[config.mk]
export PLATFORM = sky130hd
export DESIGN_NAME = instr_stage_sequencer_flat
export DESIGN_NICKNAME = d
export VERILOG_FILES = /design/src/rtl/instr_stage_sequencer_if.sv /design/src/rtl/instr_stage_sequencer.sv /design/src/flat_wrapper.sv
export SDC_FILE = /design/constraint.sdc
export NUM_CORES = 1
export LEC_CHECK = 0
export CELL_PAD_IN_SITES_DETAIL_PLACEMENT = 0
export CELL_PAD_IN_SITES_GLOBAL_PLACEMENT = 1
export CORE_MARGIN = 2
export CORE_UTILIZATION = 25
export DETAILED_ROUTE_END_ITERATION = 10
export PLACE_DENSITY = 0.67
export SLEW_MARGIN = 25
export SYNTH_ARGS = -nofsm -noshare
export SYNTH_HDL_FRONTEND = slang
export SYNTH_SLANG_ARGS = --single-unit
[constraint.sdc]
create_clock -name clk -period 1.9 [get_ports clk]
set_input_delay 0.285 -clock clk [delete_from_list [all_inputs] [get_ports clk]]
set_output_delay 0.285 -clock clk [all_outputs]
set_load 0.1 [all_outputs]
[src/rtl/instr_stage_sequencer_if.sv]
// Sequencer-to-datapath/memory bundle for the UrCPU instruction stage sequencer.
// master = sequencer side, slave = memory/ControlUnit side.
interface instr_stage_sequencer_if #(
    parameter int unsigned DATA_W = 20,
    parameter int unsigned CNT_W  = 16
) ();
    logic              start;
    logic [DATA_W-1:0] instr_in;
    logic              mem_ready;
    logic              mem_req;
    logic              mem_we;
    logic              ir_load;
    logic              pc_inc;
    logic              wb_en;
    logic [1:0]        Instr_Stage;
    logic [3:0]        opCode;
    logic              stage_valid;
    logic              halted;
    logic              error;
    logic [CNT_W-1:0]  cycle_count;
    logic [CNT_W-1:0]  instr_count;

    modport master (
        input  start, instr_in, mem_ready,
        output mem_req, mem_we, ir_load, pc_inc, wb_en, Instr_Stage, opCode,
               stage_valid, halted, error, cycle_count, instr_count
    );

    modport slave (
        output start, instr_in, mem_ready,
        input  mem_req, mem_we, ir_load, pc_inc, wb_en, Instr_Stage, opCode,
               stage_valid, halted, error, cycle_count, instr_count
    );
endinterface

[src/rtl/instr_stage_sequencer.sv]
// Multi-cycle FETCH/DECODE/EXEC/MEM sequencer for the 20-bit UrCPU with
// memory-timeout halt and saturating cycle / retired-instruction counters.
module instr_stage_sequencer #(
    parameter int unsigned DATA_W      = 20,
    parameter logic [3:0]  OP_LOAD     = 4'b1000,
    parameter logic [3:0]  OP_STORE    = 4'b1001,
    parameter logic [3:0]  OP_HALT     = 4'b1111,
    parameter int unsigned MEM_TIMEOUT = 16,
    parameter int unsigned CNT_W       = 16
) (
    input  logic                    clk,
    input  logic                    rst,
    instr_stage_sequencer_if.master bus
);
    localparam int unsigned WAIT_W = (MEM_TIMEOUT < 2) ? 1 : $clog2(MEM_TIMEOUT + 1);

    typedef enum logic [2:0] {
        S_IDLE, S_FETCH, S_DECODE, S_EXEC, S_MEM, S_HALT
    } state_e;

    state_e             state_q, state_d;
    logic [3:0]         opcode_q, opcode_d;
    logic               error_q, error_d;
    logic [WAIT_W-1:0]  wait_q, wait_d;
    logic [CNT_W-1:0]   cyc_q, cyc_d;
    logic [CNT_W-1:0]   icnt_q, icnt_d;

    logic mem_req, stage_valid, mem_wait, timeout, retire;
    logic ir_load, pc_inc, wb_en;

    // Moore decode from the state register
    assign mem_req     = (state_q == S_FETCH) || (state_q == S_MEM);
    assign stage_valid = (state_q != S_IDLE) && (state_q != S_HALT);
    assign mem_wait    = mem_req && !bus.mem_ready;
    assign timeout     = mem_wait && (wait_q == WAIT_W'(MEM_TIMEOUT - 1));

    always_ff @(posedge clk) begin
        if (rst) begin
            state_q  <= S_IDLE;
            opcode_q <= 4'd0;
            error_q  <= 1'b0;
            wait_q   <= '0;
            cyc_q    <= '0;
            icnt_q   <= '0;
        end else begin
            state_q  <= state_d;
            opcode_q <= opcode_d;
            error_q  <= error_d;
            wait_q   <= wait_d;
            cyc_q    <= cyc_d;
            icnt_q   <= icnt_d;
        end
    end

    always_comb begin
        state_d  = state_q;
        opcode_d = opcode_q;
        error_d  = error_q;
        wait_d   = mem_wait ? wait_q + WAIT_W'(1) : wait_q;
        ir_load  = 1'b0;
        pc_inc   = 1'b0;
        wb_en    = 1'b0;
        retire   = 1'b0;

        unique case (state_q)
            S_IDLE: begin
                if (bus.start) begin
                    state_d = S_FETCH;
                    wait_d  = '0;
                end
            end
            S_FETCH: begin
                if (bus.mem_ready) begin
                    ir_load  = 1'b1;
                    pc_inc   = 1'b1;
                    opcode_d = bus.instr_in[DATA_W-1 -: 4];
                    state_d  = S_DECODE;
                end else if (timeout) begin
                    state_d = S_HALT;
                    error_d = 1'b1;
                end
            end
            S_DECODE: begin
                state_d = (opcode_q == OP_HALT) ? S_HALT : S_EXEC;
            end
            S_EXEC: begin
                wait_d = '0;
                if ((opcode_q == OP_LOAD) || (opcode_q == OP_STORE)) begin
                    state_d = S_MEM;
                end else begin
                    wb_en   = 1'b1;
                    retire  = 1'b1;
                    state_d = S_FETCH;
                end
            end
            S_MEM: begin
                if (bus.mem_ready) begin
                    wb_en   = (opcode_q == OP_LOAD);
                    retire  = 1'b1;
                    wait_d  = '0;
                    state_d = S_FETCH;
                end else if (timeout) begin
                    state_d = S_HALT;
                    error_d = 1'b1;
                end
            end
            S_HALT: state_d = S_HALT;
            default: state_d = S_IDLE;
        endcase

        // Saturating performance counters
        cyc_d  = (stage_valid && (cyc_q != '1)) ? cyc_q + CNT_W'(1) : cyc_q;
        icnt_d = (retire && (icnt_q != '1)) ? icnt_q + CNT_W'(1) : icnt_q;
    end

    always_comb begin
        unique case (state_q)
            S_FETCH:  bus.Instr_Stage = 2'b00;
            S_DECODE: bus.Instr_Stage = 2'b01;
            S_EXEC:   bus.Instr_Stage = 2'b10;
            S_MEM:    bus.Instr_Stage = 2'b11;
            default:  bus.Instr_Stage = 2'b00;
        endcase
    end

    assign bus.mem_req     = mem_req;
    assign bus.mem_we      = (state_q == S_MEM) && (opcode_q == OP_STORE);
    assign bus.ir_load     = ir_load;
    assign bus.pc_inc      = pc_inc;
    assign bus.wb_en       = wb_en;
    assign bus.opCode      = opcode_q;
    assign bus.stage_valid = stage_valid;
    assign bus.halted      = (state_q == S_HALT);
    assign bus.error       = error_q;
    assign bus.cycle_count = cyc_q;
    assign bus.instr_count = icnt_q;
endmodule

[src/flat_wrapper.sv]
// flat-port wrapper written by rule: the top's interface ports become plain ports
module instr_stage_sequencer_flat 
#(
    parameter int unsigned DATA_W      = 20,
    parameter logic [3:0]  OP_LOAD     = 4'b1000,
    parameter logic [3:0]  OP_STORE    = 4'b1001,
    parameter logic [3:0]  OP_HALT     = 4'b1111,
    parameter int unsigned MEM_TIMEOUT = 16,
    parameter int unsigned CNT_W       = 16
)
  (clk, rst, bus_start, bus_instr_in, bus_mem_ready, bus_mem_req, bus_mem_we, bus_ir_load, bus_pc_inc, bus_wb_en, bus_Instr_Stage, bus_opCode, bus_stage_valid, bus_halted, bus_error, bus_cycle_count, bus_instr_count);
  instr_stage_sequencer_if #(.DATA_W(DATA_W), .CNT_W(CNT_W)) bus_i ();
  input  logic clk;
  input  logic rst;
  input wire logic [$bits(bus_i.start)-1:0] bus_start;
  input wire logic [$bits(bus_i.instr_in)-1:0] bus_instr_in;
  input wire logic [$bits(bus_i.mem_ready)-1:0] bus_mem_ready;
  output wire logic [$bits(bus_i.mem_req)-1:0] bus_mem_req;
  output wire logic [$bits(bus_i.mem_we)-1:0] bus_mem_we;
  output wire logic [$bits(bus_i.ir_load)-1:0] bus_ir_load;
  output wire logic [$bits(bus_i.pc_inc)-1:0] bus_pc_inc;
  output wire logic [$bits(bus_i.wb_en)-1:0] bus_wb_en;
  output wire logic [$bits(bus_i.Instr_Stage)-1:0] bus_Instr_Stage;
  output wire logic [$bits(bus_i.opCode)-1:0] bus_opCode;
  output wire logic [$bits(bus_i.stage_valid)-1:0] bus_stage_valid;
  output wire logic [$bits(bus_i.halted)-1:0] bus_halted;
  output wire logic [$bits(bus_i.error)-1:0] bus_error;
  output wire logic [$bits(bus_i.cycle_count)-1:0] bus_cycle_count;
  output wire logic [$bits(bus_i.instr_count)-1:0] bus_instr_count;
  assign bus_i.start = bus_start;
  assign bus_i.instr_in = bus_instr_in;
  assign bus_i.mem_ready = bus_mem_ready;
  assign bus_mem_req = bus_i.mem_req;
  assign bus_mem_we = bus_i.mem_we;
  assign bus_ir_load = bus_i.ir_load;
  assign bus_pc_inc = bus_i.pc_inc;
  assign bus_wb_en = bus_i.wb_en;
  assign bus_Instr_Stage = bus_i.Instr_Stage;
  assign bus_opCode = bus_i.opCode;
  assign bus_stage_valid = bus_i.stage_valid;
  assign bus_halted = bus_i.halted;
  assign bus_error = bus_i.error;
  assign bus_cycle_count = bus_i.cycle_count;
  assign bus_instr_count = bus_i.instr_count;
  instr_stage_sequencer #(.DATA_W(DATA_W), .OP_LOAD(OP_LOAD), .OP_STORE(OP_STORE), .OP_HALT(OP_HALT), .MEM_TIMEOUT(MEM_TIMEOUT), .CNT_W(CNT_W)) u_core (.clk(clk), .rst(rst), .bus(bus_i));
endmodule
==> impl_results.md <==
- Status: finished, final reports clean
- Die Wd: 103.1 µm
- Slowest-stage cell, CP: dfxtp_4
- Max IR drop VDD: 0.3536 mV
- Layout cell share with drive strength beyond 1: 44.90%
- PD cells: 526.0 nW/µm²
- Met2 Routed Length: 3032 µm
- First-pass GRT wire length: 10990 µm
- Critical path data arrival time: 2080 ps
- Highest metal used: met4
- Unrepaired setup endpoints after global routing: yes
- Clock Sink Count: 45
- WP buf/inv: 2
- TritonCTS clock tree: yes
- ANT cells: 0
- Met1 wire length: 3150 µm
- RePlAce Congestion: 0.7682
- Routed wire length: 6557 µm
- Starting Density: 25.47%
- Total vias in the final route: 2437
- Antenna viol nets, final: 0
- Die footprint: 10630 µm²
- Period utilization: 98.43%
- Hold Slack: 481.6 ps
- DRC: 0
- Vias/cell: 4.913
- Nets: 390
- Worst hold path type: register to register
- Vias in the first global route: 2359
- Worst-path cell chain: nor3b_4, buf_4, o32a_1, buf_12, nor4_4, mux2_2
- GRT Residual Overflow: 0
- Avg WL per Cell: 13.22 µm
- Slew at the pin closest to its max-slew limit: 572.5 ps
- Largest net degree at the start of global routing: 25
- Max Root-Sink Buffers: 2
- Met3 wire len: 317 µm
- Yosys warnings: 0
- Netlist cell types: 50
- DP HPWL: 4719 µm
- CP Max Fanout: 24
- Core Rows: 36
- Final setup violation count: 0
- CP peak stage delay: 360 ps
- Worst-Skew Late Latency: 310 ps
- CP Launch Type: register
- P&R area growth vs syn: 52.45%
- First DRT Iteration DRCs: 42
- 1st-pass router iterations: 4
- Initial antenna violation count: 0
- Yosys reg bits: 45
- Area of the core: 9639 µm²
- Die Ht: 103.1 µm
- Req. time, crit path: 2110 ps
- CP endpoint kind: register
- Leakage: 1.327 nW
- Tmin final: 1870 ps
- CP Class: register to register
- Max-slew headroom: 61.57%
- H-Tree Depth: 2
- Slew Limit Fails: 0
- Final Hold Viols: 0
- Cell count after synthesis: 289
- Io pins: 70
- Layout Skew: 10.33 ps
- F_max: 534.7 MHz
- Clock Root Buffer: clkbuf_8
- Total GRT Usage: 12.82%
- Syn_area_per_cell: 8.494 µm²
- Top delay family on crit path: simple AND/OR/NAND/NOR gates
- IO Port Bufs: 53
- Clock transition at path regs: 100 ps
- Total Power: 1.968 mW
- Post-synthesis sequential area ratio: 36.70%
- Syn_nets: 317
- Setup TNS: 0 ps
- Max Cap Viol: 0
- CTS buffer count: 5
- Cell Area, Synth: 2455 µm²
what timing repair did:
| action | CTS | global route |
|---|---|---|
| hold buffers | 0 | 0 |
| setup buffers | 2 | 3 |
| setup endpoints to repair | 6 | 13 |
| pin swaps | 3 | 5 |
| resized for setup | 7 | 14 |
final timing paths:
kind / start / end / slack [ps] / cells after the start
worst max register to register: u_core.bus.opCode[3] / u_core.bus.instr_count[13] / 30 / 6
worst max-delay path: u_core.bus.opCode[3] / u_core.bus.instr_count[13] / 30 / 6
worst min-delay path: u_core.bus.cycle_count[4] / u_core.bus.cycle_count[4] / 480 / 1
worst min register to register: u_core.bus.cycle_count[4] / u_core.bus.cycle_count[4] / 480 / 1
state kept, by name, indices dropped and copies added, names as in the netlist:
name	cells
u_core.bus.cycle_count	16
u_core.bus.opCode	4
u_core.bus.error	1
u_core.bus.instr_count	16
u_core.wait_q	5
u_core.state_q	3
cell type report:
cell class                 instances  area (µm²)
sequential                        45        1032
inverter                           6       22.52
multi-input combinational        223        1657
tap                              133       166.4
clock buffer                       5       68.82
timing repair buffer              81       770.7
clock inverter                     3       25.02
fill                            1008        5897
cells in the final DEF (no fill, tap or decap), types with 10 or more instances in the layout:
cell      n
nand4_1  10
dfxtp_4  33
nand2_1  13
or4_1    12
nor2_1   25
nand3_1  10
buf_12   11
a21oi_1  19
o31ai_1  15
buf_4    61
logic make-up (layout without fill, tap and decap cells):
| family | after synthesis | count (layout) | share of synthesized area, % |
|---|---|---|---|
| AO/OA/AOI/OAI | 67 | 67 | 17.43 |
| XOR/XNOR | 5 | 5 | 2.090 |
| adder cells (fa/ha/maj) | 4 | 4 | 2.039 |
| buffers and inverters | 21 | 95 | 4.026 |
| flip-flops | 45 | 45 | 36.70 |
| multiplexers | 16 | 16 | 6.983 |
| AND/OR/NAND/NOR | 131 | 131 | 30.73 |
metrics by stage:
stage | instance area, µm² | cells | utilization (%) | setup WS (ps)
final | 3742 | 496 | 38.82 | 29.80
after global routing | 3742 | 496 | 38.82 | -10.25
after CTS | 3652 | 493 | 37.89 | -0.8930
after detailed placement | 3522 | 483 | 36.54 | -132.2
after global placement | 3522 | 483 | 36.54 | -114.4
after floorplan | 2735 | 289 | - | -269.4
routing by layer:
metal  vias to the layer above  GRT usage, %
met4                         0         3.138
met5                         -             0
li1                       1248             -
met2                        41         20.53
met3                         4         3.797
met1                      1144         16.95
Yosys cell counts, drive strengths merged:
library cell	n	share of area, %
or4	16	4.9
or4b	1	0.41
dfxtp	45	37
o221ai	1	0.36
o21ai	10	2.0
xnor2	4	1.4
nand3	11	2.2
o311ai	1	0.36
nor2	28	4.3
nor4b	2	0.71
and3b	1	0.36
and4	3	1.1
nor3	8	1.8
inv	6	0.92
nor4	9	2.5
o21a	1	0.31
and2	1	0.26
ha	4	2.0
a31oi	3	0.76
o32ai	1	0.36
o22a	2	0.71
or2	1	0.26
nor2b	10	2.5
a21oi	24	4.9
clkbuf	6	0.92
o31ai	16	4.9
nand2b	4	1.0
nand2	15	2.6
xor2	1	0.66
or3	4	1.0
mux2	9	4.1
and3	4	1.0
a211oi	2	0.61
mux2i	7	2.9
nor3b	2	0.61
o2111ai	2	0.71
o41ai	1	0.36
a2bb2oi	1	0.36
o32a	1	0.41
a21boi	1	0.31
buf	9	2.2
nand4	11	3.1
worst reg2reg max path, delay by kind of cell, from the launching register on:
kind                   cells  cell delay (ps)
AOI/OAI and AO/OA          1              320
buffers and inverters      2              310
DFF                        1              360
muxes                      1              350
and+or+nand+nor            2              440
power by group:
part | total (mW) | internal [mW] | switching [mW]
clock | 0.642 | 0.266 | 0.376
combinational | 0.388 | 0.137 | 0.252
sequential | 0.938 | 0.918 | 0.0207
Note: power is estimated with default switching activity, not from simulation.
